**src/rtl/ram_dump_engine_pkg.sv**
```systemverilog
// Shared defaults for the RAM dump engine: widths, RAM access codes and state encoding.
// The checksum states only exist when RAM_DUMP_ENGINE_CHECKSUM_EN is defined.
`ifndef ADDRESS_BITS
`define ADDRESS_BITS 8
`endif
`ifndef DATA_BITS
`define DATA_BITS 8
`endif
`ifndef RAM_READ
`define RAM_READ 1'b0
`endif
`ifndef RAM_WRITE
`define RAM_WRITE 1'b1
`endif

package ram_dump_engine_pkg;

  localparam logic RAM_READ_MODE  = `RAM_READ;
  localparam logic RAM_WRITE_MODE = `RAM_WRITE;

  typedef enum logic [3:0] {
    IDLE     = 4'd0,
    READ     = 4'd1,
    LATCH    = 4'd2,
    WAIT_TX  = 4'd3,
    SEND     = 4'd4,
    CLEAR    = 4'd5,
    NEXT     = 4'd6
`ifdef RAM_DUMP_ENGINE_CHECKSUM_EN
    ,
    CHK_WAIT = 4'd7,
    CHK_SEND = 4'd8
`endif
  } dumpState_t;

endpackage

```
**src/rtl/ram_dump_engine_word_serializer.sv**
```systemverilog
// Holds one RAM word and hands it out a byte at a time, most significant byte first.
// lastByte flags that the byte currently on topByte is the final one of the word.
module word_serializer
  import ram_dump_engine_pkg::*;
#(
  parameter int DATA_BITS = 8,
  parameter int BYTES     = DATA_BITS / 8
) (
  input  logic                 clk,
  input  logic                 reset,
  input  logic                 load,
  input  logic                 shift,
  input  logic [DATA_BITS-1:0] word,
  output logic [7:0]           topByte,
  output logic                 lastByte
);

  localparam int COUNT_BITS = $clog2(BYTES) + 1;

  logic [DATA_BITS-1:0]  shiftReg;
  logic [COUNT_BITS-1:0] byteCount;

  always_ff @(posedge clk) begin
    if (reset) begin
      shiftReg  <= '0;
      byteCount <= '0;
    end else if (load) begin
      shiftReg  <= word;
      byteCount <= '0;
    end else if (shift) begin
      shiftReg  <= shiftReg << 8;
      byteCount <= byteCount + COUNT_BITS'(1);
    end
  end

  assign topByte  = shiftReg[DATA_BITS-1 -: 8];
  assign lastByte = (byteCount == COUNT_BITS'(BYTES - 1));

endmodule

```
**src/rtl/ram_dump_engine.sv**
```systemverilog
// Streams an inclusive, wrap-capable RAM address range out over a byte UART, MSB first.
// Define RAM_DUMP_ENGINE_CHECKSUM_EN to append a mod-256 sum of all sent bytes.
module ram_dump_engine
  import ram_dump_engine_pkg::*;
#(
  parameter int ADDR_BITS = `ADDRESS_BITS,
  parameter int DATA_BITS = `DATA_BITS
) (
  input  logic                 clk,
  input  logic                 reset,
  input  logic                 start,
  input  logic                 abort,
  input  logic [ADDR_BITS-1:0] startAddr,
  input  logic [ADDR_BITS-1:0] endAddr,
  input  logic                 clearAfterRead,
  input  logic [DATA_BITS-1:0] dataOut,
  output logic [DATA_BITS-1:0] dataIn,
  output logic [ADDR_BITS-1:0] address,
  output logic                 readWriteMode,
  input  logic                 txReady,
  output logic                 txSignalStart,
  output logic [7:0]           txData,
  output logic                 busy,
  output logic                 finished
);

  // state    | meaning
  // IDLE     | waiting for start
  // READ     | address presented to RAM
  // LATCH    | RAM data valid, captured into serializer
  // WAIT_TX  | waiting for UART idle
  // SEND     | one-cycle byte strobe
  // CLEAR    | zero the word just sent
  // NEXT     | finish or step to next address
  // CHK_WAIT | waiting for UART idle before checksum
  // CHK_SEND | checksum byte strobe

  localparam int BYTES = DATA_BITS / 8;

  dumpState_t           state, nextState;
  logic [ADDR_BITS-1:0] curAddr, lastAddr;
  logic                 clearReg, loadWord, shiftByte, lastByte, atEnd;
  logic [7:0]           topByte;
`ifdef RAM_DUMP_ENGINE_CHECKSUM_EN
  logic [7:0]           checksum;
`endif

  assign atEnd  = (curAddr == lastAddr);
  assign dataIn = '0;

  word_serializer #(
    .DATA_BITS(DATA_BITS),
    .BYTES    (BYTES)
  ) serializer (
    .clk     (clk),
    .reset   (reset),
    .load    (loadWord),
    .shift   (shiftByte),
    .word    (dataOut),
    .topByte (topByte),
    .lastByte(lastByte)
  );

  always_ff @(posedge clk) begin
    if (reset) state <= IDLE;
    else       state <= nextState;
  end

  always_ff @(posedge clk) begin
    if (reset) begin
      curAddr  <= '0;
      lastAddr <= '0;
      clearReg <= 1'b0;
    end else if (state == IDLE && start) begin
      curAddr  <= startAddr;
      lastAddr <= endAddr;
      clearReg <= clearAfterRead;
    end else if (state == NEXT && !abort && !atEnd) begin
      curAddr  <= curAddr + ADDR_BITS'(1);
    end
  end

`ifdef RAM_DUMP_ENGINE_CHECKSUM_EN
  always_ff @(posedge clk) begin
    if (reset)                       checksum <= '0;
    else if (state == IDLE && start) checksum <= '0;
    else if (shiftByte)              checksum <= checksum + topByte;
  end
`endif

  // Abort outranks every other transition out of a busy state.
  always_comb begin
    nextState = state;
    if (state != IDLE && abort) begin
      nextState = IDLE;
    end else begin
      case (state)
        IDLE:    if (start) nextState = READ;
        READ:    nextState = LATCH;
        LATCH:   nextState = WAIT_TX;
        WAIT_TX: if (txReady) nextState = SEND;
        SEND: begin
          if (!lastByte)    nextState = WAIT_TX;
          else if (clearReg) nextState = CLEAR;
          else              nextState = NEXT;
        end
        CLEAR:   nextState = NEXT;
`ifdef RAM_DUMP_ENGINE_CHECKSUM_EN
        NEXT:     nextState = atEnd ? CHK_WAIT : READ;
        CHK_WAIT: if (txReady) nextState = CHK_SEND;
        CHK_SEND: nextState = IDLE;
`else
        NEXT:    nextState = atEnd ? IDLE : READ;
`endif
        default: nextState = IDLE;
      endcase
    end
  end

  // Side effects are suppressed in an abort cycle so a cancelled dump leaves no trace.
  always_comb begin
    address       = '0;
    readWriteMode = RAM_READ_MODE;
    txSignalStart = 1'b0;
    txData        = '0;
    busy          = 1'b0;
    finished      = 1'b0;
    loadWord      = 1'b0;
    shiftByte     = 1'b0;
    if (!reset) begin
      busy = (state != IDLE);
      case (state)
        READ:  address = curAddr;
        LATCH: begin
          address  = curAddr;
          loadWord = !abort;
        end
        SEND: begin
          txSignalStart = !abort;
          txData        = topByte;
          shiftByte     = !abort;
        end
        CLEAR: begin
          address = curAddr;
          if (!abort) readWriteMode = RAM_WRITE_MODE;
        end
`ifdef RAM_DUMP_ENGINE_CHECKSUM_EN
        CHK_SEND: begin
          txSignalStart = !abort;
          txData        = checksum;
          finished      = !abort;
        end
`else
        NEXT:  finished = !abort && atEnd;
`endif
        default: ;
      endcase
    end
  end

endmodule

```
**config.mk**
```make
export PLATFORM = sky130hd
export DESIGN_NAME = ram_dump_engine
export DESIGN_NICKNAME = d
export VERILOG_FILES = /design/src/rtl/ram_dump_engine_pkg.sv /design/src/rtl/ram_dump_engine_word_serializer.sv /design/src/rtl/ram_dump_engine.sv
export SDC_FILE = /design/constraint.sdc
export NUM_CORES = 1
export LEC_CHECK = 0
export ABC_CLOCK_PERIOD_IN_PS = 2350
export BUFFER_PORTS_ARGS = -buffer_cell sky130_fd_sc_hd__clkbuf_2
export CAP_MARGIN = 10
export CELL_PAD_IN_SITES_DETAIL_PLACEMENT = 1
export CELL_PAD_IN_SITES_GLOBAL_PLACEMENT = 1
export CORE_MARGIN = 2
export CORE_UTILIZATION = 25
export DETAILED_ROUTE_END_ITERATION = 12
export PLACE_DENSITY_LB_ADDON = 0.1
export SYNTH_ARGS = -nofsm -noshare
export SYNTH_HDL_FRONTEND = slang
export SYNTH_SLANG_ARGS = --single-unit
```
**constraint.sdc**
```tcl
create_clock -name clk -period 2.35 [get_ports clk]
set_input_delay 0.47 -clock clk [delete_from_list [all_inputs] [get_ports clk]]
set_output_delay 0.47 -clock clk [all_outputs]
set_load 0.02 [all_outputs]
```
==> results of run 1 <==
==> power groups by stage <==
| stage | Clock [mW] | Combinational (mW) | Sequential, mW |
|---|---|---|---|
| floorplan | 0 | 0.664 | 0.712 |
| global placement | 0 | 0.860 | 0.789 |
| detailed placement | 0 | 0.857 | 0.795 |
| CTS | 0.430 | 0.860 | 0.783 |
| global route | 0.454 | 0.982 | 0.813 |
| finish | 0.411 | 0.859 | 0.784 |
==> stage by stage <==
stage	std cells	total power [mW]	worst slack, ps	cell area [sq um]
after floorplan	205	1.376	356.5	1664
after global placement	319	1.649	397.9	1944
after detailed placement	319	1.652	379.1	1944
after CTS	326	2.073	74.43	2031
after global routing	326	2.249	19.71	2038
final	326	2.054	181.3	2038
==> critical path: cells and delay by family, from the launching register on <==
| kind | cells | cell delay (ps) |
|---|---|---|
| flip-flops | 1 | 370 |
| buffers and inverters | 1 | 170 |
| AND/OR/NAND/NOR | 3 | 690 |
| XOR/XNOR | 1 | 180 |
==> state kept, by name, indices dropped and copies added (netlist names) <==
name                  cells
clearReg                  1
serializer.topByte        8
state                     3
serializer.byteCount      1
curAddr                   8
lastAddr                  8
==> path summary, 6_finish.rpt <==
check	from	to	slack, ps	depth (start not counted)
setup / recovery	curAddr[2]$_SDFFE_PP0P_	finished	180	5
hold / removal	dataOut[3]	serializer.topByte[3]$_SDFFE_PP0P_	400	2
setup reg to reg	curAddr[3]$_SDFFE_PP0P_	curAddr[5]$_SDFFE_PP0P_	400	6
hold reg to reg	lastAddr[0]$_SDFFE_PP0P_	lastAddr[0]$_SDFFE_PP0P_	470	2
==> layer usage <==
layer	part of all wire, %	up-vias	global-route usage, %
met5	0	-	0
met4	2.1	0	5.339
met3	3.6	9	3.210
met2	44	32	18.82
met1	50	734	18.86
li1	-	795	-
==> cell families (layout without fill, tap and decap cells) <==
family | after synthesis | count (layout)
AOI/OAI and AO/OA | 44 | 44
xor gates and xnor gates | 13 | 13
adders and majority gates | 1 | 1
buffers and inverters | 22 | 66
DFF | 29 | 29
muxes | 1 | 1
other | 1 | 8
and+or+nand+nor | 87 | 87
==> placed cells by master (no fill, tap or decap), types with 4 or more instances in the layout <==
cell      synthesis  final
a211oi_1          6      6
a21oi_1          14     14
a311oi_1          4      4
a32o_1            8      8
and2_1            8      8
buf_4             9      9
clkbuf_2          1     49
clkbuf_8          0      6
conb_1            1      8
dfxtp_1          29     28
nand2_1          26     26
nor2_1           18     18
nor3_1            4      4
nor3b_1           9      9
o21ai_0           4      4
xnor2_1           4      4
xor2_1            8      8
==> layout make-up <==
cell class / count / area [sq um] / share of cell area [%]
sequential: 29 / 581.8 / 28.55
timing repair buffer: 58 / 312.8 / 15.35
clock buffer: 7 / 86.33 / 4.236
tap: 77 / 96.34 / 4.727
inverter: 1 / 3.754 / 0.1842
multi-input combinational: 154 / 957.2 / 46.96
==> Yosys cell counts, types with 3 or more instances <==
library cell	instances
nand3_1	3
and2_1	8
a311oi_1	4
a32o_1	8
nor3_1	4
xnor2_1	4
o21ai_0	4
nand2_1	26
nor3b_1	9
dfxtp_1	29
or3_1	3
xor2_1	8
nor2_1	18
a211oi_1	6
a21oi_1	14
buf_4	9
clkbuf_1	9
==> impl_results.md, run 1 <==
* H-tree Lvls at 2
* Sequential share of the synthesized area at 35.45%
* P&R area growth vs syn at 24.45%
* Global-route wire length before repair at 7500 um
* WL/cell at 14.08 um
* CP Data Required Time at 1880 ps
* Post-synthesis register bit count at 29
* EDFF count, synth at 0
* Pin slew with the least headroom to its limit at 916.1 ps
* Nets at 280
* Maximum VDD drop at 508.5 uV
* DIE AREA at 7215 sq um
* Post_cts resized at 0
* Leakage at 0.8743 nW
* Max incr delay on CP at 370 ps
* Switching portion of total power at 40.61%
* Fillers at 769
* GR Overflow Total at 0
* Fmax achieved at 461.1 MHz
* Post-synthesis compound-gate area fraction at 19.48%
* Vias in the first global route at 1491
* Worst min path class: in2reg
* Worst hold margin at 403.1 ps
* Fraction of the mapped netlist area in adder cells at 0.7639%
* Cell Area, Synth at 1638 sq um
* Gr usage total at 13.15%
* CTS sink count at 29
* Drt drc at 0
* Arrival time at the worst endpoint at 1700 ps
* Outcome: complete, no violations
* Drt pass-1 iters at 4
* Synth Area in XOR/XNOR at 7.410%
* Worst Setup Path Type: reg2out
* Part of the cycle the worst path needs at 92.29%
* Core ar. at 6350 sq um
* CTS tree: built
* Mux cell area share after synthesis at 0.6112%
* Final hold violation count at 0
* Final core utilization at 32.10%
* Clock skew at 4.901 ps
* Clock latency at the later pin of the worst-skew pair at 280 ps
* Post-layout minimum cycle time at 2169 ps
* Clock Tree Buf Depth at 2
* Vias per inst at 4.816
* ANT cells at 0
* CP Cell Sequence: xor2_2, nor4_2, and2_0, and3_2, clkbuf_2
* GPL Wtd Cong at 0.7862
* Type of origin of the critical path: register
* Critical-path top delay cell: dfxtp_2
* Main area contributors after synthesis: dfxtp_1, nand2_1, a32o_1
* Syn_area_per_cell at 8.272 sq um
* Comb pwr share at 41.8%
* Max-cap violation count at 0
* Ys flop type: dfxtp_1
* Initial core utilization at 25.79%
* Synth Instances at 198
* Fraction of layout cells with a size suffix above 1 at 29.32%
* RSZ-0062 raised after global routing: false
* Power Dens Cells at 1008 nW/um^2
* YS warnings at 0
* I/O pins at 58
* Buffers added on ports at 49
* CTS clk-pin slew, worst paths at 60 ps
* Worst-path fanout max at 7
* Clk pwr share at 20.0%
* Worst rel slew slack at 38.46%
* Worst Setup End Kind: output port
* Total CTS buffers at 5
* Share of the synthesized area in the top cell type at 35.45%
* Slew Limit Fails at 0
* WL final at 4590 um
* Die height at 84.94 um
* Iteration-0 DRC Markers at 39
* Sequential power share at 38.2%
* Largest area contributor in the netlist: dfxtp_1
* Num rows at 29
* TNS Setup at 0 ps
* Pin count of the biggest net entering global routing at 26
* Post-synth cell types at 42
* Cts-stage hold buffer count at 0
* Pint at 1.220 mW
* Floorplan die width at 84.94 um
* Routed Antenna Nets at 0
* Setup Buffers After CTS at 0
* Simple-gate portion of the synthesized area at 27.96%
* Largest family of logic cells by synthesized area: simple AND/OR/NAND/NOR gates
* FFs w/ async S/R, synth at 0%
* Total number of vias at 1570
* Initial antenna violation count at 0
* Net Switching at 834.0 uW
* CTS root buffer: clkbuf_8
* HPWL Detailed at 3488 um
* Setup-failing EPs final at 0
(Power assumes the default switching activity.)
==> run 2, diff against run 1 <==
--- a/config.mk
+++ b/config.mk
@@ -11,7 +11,7 @@
 export CELL_PAD_IN_SITES_DETAIL_PLACEMENT = 1
 export CELL_PAD_IN_SITES_GLOBAL_PLACEMENT = 1
 export CORE_MARGIN = 2
-export CORE_UTILIZATION = 25
+export CORE_UTILIZATION = 35
 export DETAILED_ROUTE_END_ITERATION = 12
 export PLACE_DENSITY_LB_ADDON = 0.1
 export SYNTH_ARGS = -nofsm -noshare
==> run 2 against run 1 <==
Net effect: cell area down 2.8%; register-to-register slack better by 30 ps; sequential power up 2.6%; sequential cell count unchanged; count of clock-buffer cells in the layout up 1; setup slack worse by 35 ps; wire length down 7.0%; first-iteration DRC count up 31%; sequential share of layout area up 0.89 points; combinational power down 6.9%; final cell count down 8.0%; clock power down 3%; critical path type unchanged; highest routed layer unchanged.
==> impl_results.md, run 2 (synthesis gave the netlist of run 1 again) <==
* Iteration-0 DRC Markers at 51
* Slew Limit Fails at 0
* Part of the cycle the worst path needs at 93.77%
* ANT cells at 0
* Setup Buffers After CTS at 0
* Initial core utilization at 36.85%
* Type of origin of the critical path: register
* Power after layout at 2.001 mW
* Worst rel slew slack at 37.06%
* Setup-failing EPs final at 0
* Buffers added on ports at 49
* CTS root buffer: clkbuf_8
* CTS sink count at 29
* Fmax achieved at 453.8 MHz
* DIE AREA at 5242 sq um
* Pin count of the biggest net entering global routing at 26
* Most common cell after layout, fill and taps aside: clkbuf_2
* Clock latency at the later pin of the worst-skew pair at 280 ps
* GPL Wtd Cong at 0.7388
* Nets at 278
* CP Data Required Time at 1880 ps
* Worst-path fanout max at 5
* Worst Setup End Kind: output port
* CTS tree: built
* I/O pins at 58
* Maximum VDD drop at 495.8 uV
* P&R area growth vs syn at 20.93%
* Most frequent cells in the layout: clkbuf_2, dfxtp_1, nand2_1
* TNS Setup at 0 ps
* Clock skew at 3.186 ps
* WL/cell at 14.23 um
* Max-cap violation count at 0
* HPWL Detailed at 3134 um
* Fillers at 565
* Core ar. at 4444 sq um
* Drt pass-1 iters at 4
* Worst Setup Path Type: reg2out
* Gr usage total at 17.41%
* Floorplan die width at 72.41 um
* CTS clk-pin slew, worst paths at 60 ps
* Leakage at 0.8583 nW
* Vias per inst at 5.327
* Clock Tree Buf Depth at 2
* Arrival time at the worst endpoint at 1730 ps
* Die height at 72.41 um
* Pin slew with the least headroom to its limit at 936.9 ps
* Post-layout minimum cycle time at 2204 ps
* Total number of vias at 1598
* Vias in the first global route at 1542
* Initial antenna violation count at 0
* Outcome: complete, no violations
* WL final at 4270 um
* Worst min path class: in2reg
* GR Overflow Total at 0
* Total CTS buffers at 5
* Post_cts resized at 0
* Global-route wire length before repair at 7079 um
* Num rows at 24
* Cts-stage hold buffer count at 0
* Final hold violation count at 0
* H-tree Lvls at 2
* Power Dens Cells at 1010 nW/um^2
* Routed Antenna Nets at 0
* Fraction of layout cells with a size suffix above 1 at 28.23%
* RSZ-0062 raised after global routing: false
* Drt drc at 0
## run 2: cell count changes in the layout (fill, tap and decap cells not counted)
cell,previous run,this run
nor4_2,2,1
clkbuf_8,6,5
buf_4,9,7
clkbuf_1,1,3
nor4_1,0,1
dfxtp_1,28,27
dfxtp_2,1,2
## run 2: worst max-delay path, stage by stage (launching register included)
cell and delay (ps):
dfxtp_1 350, xor2_1 150, nor4_1 380, and2_0 210, and3_2 180, clkbuf_2 160
## run 2: report_power, final
| part | leakage [nW] | internal, mW | switching [mW] |
|---|---|---|---|
| logic | 0.581 | 0.353 | 0.447 |
| clock network | 0.0395 | 0.210 | 0.187 |
| registers | 0.238 | 0.617 | 0.187 |
## run 2: final cells by class
| type | instances | area [sq um] | area share [%] |
|---|---|---|---|
| Clock buffer | 8 | 80.08 | 4.043 |
| Inverter | 1 | 3.754 | 0.1895 |
| Multi-Input combinational cell | 154 | 950.9 | 48.01 |
| Sequential cell | 29 | 583.1 | 29.44 |
| Tap cell | 52 | 65.06 | 3.285 |
| Timing Repair Buffer | 56 | 297.8 | 15.03 |
## run 2: stage by stage
step	instance area (sq um)	std cells	setup WS [ps]	util (%)	hold slack (ps)
6_report	1981	300	146.5	44.57	397.2
5_1_grt	1981	300	16.25	44.57	397.6
2_1_floorplan	1664	205	356.5	-	444.5
3_5_place_dp	1898	292	374.6	42.71	463.4
3_3_place_gp	1898	292	386.4	42.71	459.5
4_1_cts	1978	300	63.38	44.51	392.6
## run 2: worst paths after layout
kind / start / endpoint / slack, ps / cells after the start
max reg2reg: curAddr[3]$_SDFFE_PP0P_ / curAddr[5]$_SDFFE_PP0P_ / 430 / 6
min: dataOut[0] / serializer.topByte[0]$_SDFFE_PP0P_ / 400 / 2
max: curAddr[6]$_SDFFE_PP0P_ / finished / 150 / 5
min reg2reg: clearReg$_SDFFE_PP0P_ / clearReg$_SDFFE_PP0P_ / 470 / 2
## run 2: metal layers
metal  global-route usage (%)  vias to the layer above  routed length [um]
met5                        0                        -                   0
met4                    5.350                        0                  49
met3                    5.556                        7                 267
met2                    26.81                       53                1904
met1                    23.29                      749                2048
li1                         -                      789                   -
==> run 3, diff against run 2 <==
--- a/config.mk
+++ b/config.mk
@@ -11,9 +11,10 @@
 export CELL_PAD_IN_SITES_DETAIL_PLACEMENT = 1
 export CELL_PAD_IN_SITES_GLOBAL_PLACEMENT = 1
 export CORE_MARGIN = 2
-export CORE_UTILIZATION = 35
+export CORE_UTILIZATION = 36
 export DETAILED_ROUTE_END_ITERATION = 12
 export PLACE_DENSITY_LB_ADDON = 0.1
 export SYNTH_ARGS = -nofsm -noshare
 export SYNTH_HDL_FRONTEND = slang
+export SYNTH_HIERARCHICAL = 1
 export SYNTH_SLANG_ARGS = --single-unit
==> run 3 against run 2 <==
Net effect: hold slack better by 3.9 ps; clock skew rose by 1.9 ps; clock power increased by 4%; die area grew 0.18%; fmax shrank 0.87%; wire length down 6.2%; utilization increased by 2.1 points; global-route usage fell by 0.73 points; cell area grew 4.7%; setup slack got worse by 19 ps; non-clock buffer count rose by 3; critical endpoint unchanged; highest routed layer unchanged.
==> impl_results.md, run 3 <==
* Outcome: complete, no violations
* TNS Setup at 0 ps
* EDFF count, synth at 0
* P&R area growth vs syn at 22.91%
* Drt drc at 0
* Most common cell after layout, fill and taps aside: clkbuf_2
* Gr usage total at 16.68%
* DIE AREA at 5252 sq um
* Sequential share of the synthesized area at 34.40%
* WL/cell at 13.09 um
* GR Overflow Total at 0
* GPL Wtd Cong at 0.7936
* Max incr delay on CP at 420 ps
* Initial antenna violation count at 0
* Power Dens Cells at 610.2 nW/um^2
* Setup-failing EPs final at 0
* Vias per inst at 4.948
* FF-to-FF path depth at 5
* Share of the synthesized area in the top cell type at 34.40%
* Syn_area_per_cell at 8.439 sq um
* Maximum VDD drop at 251.7 uV
* Post-synthesis register bit count at 29
* CTS sink count at 29
* Fraction of layout cells with a size suffix above 1 at 31.10%
* Total CTS buffers at 5
* Largest area contributor in the netlist: dfxtp_1
* Clock Tree Buf Depth at 2
* Setup Buffers After CTS at 0
* CP Data Required Time at 1880 ps
* FFs w/ async S/R, synth at 0%
* Hold path cells at 2
* Worst-path fanout max at 5
* Hold path startpoint: dataOut[2]
* Routed Antenna Nets at 0
* Clock skew at 5.054 ps
* Post-layout minimum cycle time at 2223 ps
* Worst Setup Path Type: reg2out
* Synth Instances at 200
* H-tree Lvls at 2
* Largest delay share family, worst path: simple AND/OR/NAND/NOR gates
* Worst Setup End Kind: output port
* Cell Area, Synth at 1688 sq um
* Reg2reg setup slack at 690 ps
* Most frequent cells in the layout: clkbuf_2, nand2_1, dfxtp_1
* Buffers added on ports at 49
* Slew Limit Fails at 0
* Main area contributors after synthesis: dfxtp_1, and2_1, nand2_1
* CP Cell Sequence: xor2_1, nor4_4, and2_1, nand2_1, nor4_2, clkbuf_2
* End of the worst register-to-register path: curAddr[7]$_SDFFE_PP0P_
* Floorplan die width at 72.47 um
* Pin count of the biggest net entering global routing at 26
* Max-cap violation count at 0
* CP Buf/Inv Count at 1
* R2r startpoint: state[2]$_SDFFE_PP0P_
* RSZ-0062 raised after global routing: false
* CTS root buffer: clkbuf_8
* Global-route wire length before repair at 6775 um
* Leakage at 0.8999 nW
* Hold Path End: serializer/topByte[2]$_SDFFE_PP0P_
* Post-synth cell types at 42
* Iteration-0 DRC Markers at 61
* Crit path depth at 6
* CTS clk-pin slew, worst paths at 60 ps
* ANT cells at 0
* Total number of vias at 1514
* CTS tree: built
* YS warnings at 6
* Cts-stage hold buffer count at 0
* Num rows at 24
* Core ar. at 4444 sq um
* Vias in the first global route at 1449
* Initial core utilization at 37.98%
* Fmax achieved at 449.9 MHz
* Die height at 72.47 um
* Type of origin of the critical path: register
* Fillers at 578
* Critical-path top delay cell: dfxtp_1
* Final hold violation count at 0
* Part of the cycle the worst path needs at 94.59%
* Post-synth top cells: dfxtp_1, nand2_1, and2_1
* Nets at 285
* CP startpoint: curAddr[5]$_SDFFE_PP0P_
* Ys flop type: dfxtp_1
* Arrival time at the worst endpoint at 1750 ps
* Worst min path class: in2reg
* Dpl ws at 378.3 ps
* WL final at 4007 um
* I/O pins at 58
* Setup slack after layout at 127.1 ps
* Clock latency at the later pin of the worst-skew pair at 280 ps
* Drt pass-1 iters at 4
* HPWL Detailed at 3089 um
run 3: cell count changes after synthesis, moves of 4 or more:
cell,change
and2_1,+10
nor3b_1,-8
inv_1,+7
a32o_1,-5
o32ai_1,+5
a211oi_2,+4
a311oi_1,-4
xnor2_1,+4
run 3: cell type report:
cell class                 instances  area [sq um]  share of cell area, %
clock buffer                       7         86.33                  4.162
inverter                           8         30.03                  1.448
multi-input combinational        151         991.0                  47.77
sequential                        29         581.8                  28.05
tap                               52         65.06                  3.136
timing repair buffer              59         320.3                  15.44
run 3: worst max path at each step:
| stage | slack [ps] | endpoint |
|---|---|---|
| global placement | 410 | finished |
| global route | 20 | finished |
| CTS | 60 | finished |
| floorplan | 230 | finished |
| finish | 130 | finished |
| detailed placement | 380 | finished |
run 3: routing by layer:
metal	vias up	track usage (%)	share of wire, %	wire [um]
met1	698	23.25	51	2025
met4	0	5.556	1.4	55
li1	774	-	-	-
met5	-	0	0	0
met3	5	5.139	5.0	202
met2	37	24.46	43	1724
run 3: cells by family after synthesis:
kind of cell	synth area share, %
and+or+nand+nor	30.02
muxes	1.186
DFF	34.40
AOI/OAI and AO/OA	16.31
xor gates and xnor gates	8.303
other	0.2222
adders and majority gates	0.7412
buffers and inverters	8.822
run 3: through the flow:
step	util, %	instance area [sq um]	total power, mW	std cells	hold slack, ps
6_report	46.68	2074	1.266	306	401.0
4_1_cts	46.65	2073	1.285	306	394.1
5_1_grt	46.68	2074	1.338	306	389.1
2_1_floorplan	-	1720	0.7801	207	445.2
3_5_place_dp	44.71	1987	0.8676	299	465.5
3_3_place_gp	44.71	1987	0.8627	299	459.0
run 3: power breakdown:
part / switching [mW] / internal (mW) / leakage [nW]
Combinational: 0.165 / 0.121 / 0.618
Clock: 0.180 / 0.232 / 0.0443
Sequential: 0.0423 / 0.526 / 0.238
Total: 0.387 / 0.879 / 0.900
run 3: repair_timing:
action	CTS	global route
hold endpoints to repair	0	0
setup endpoints to repair	0	1
gates resized for setup	0	1
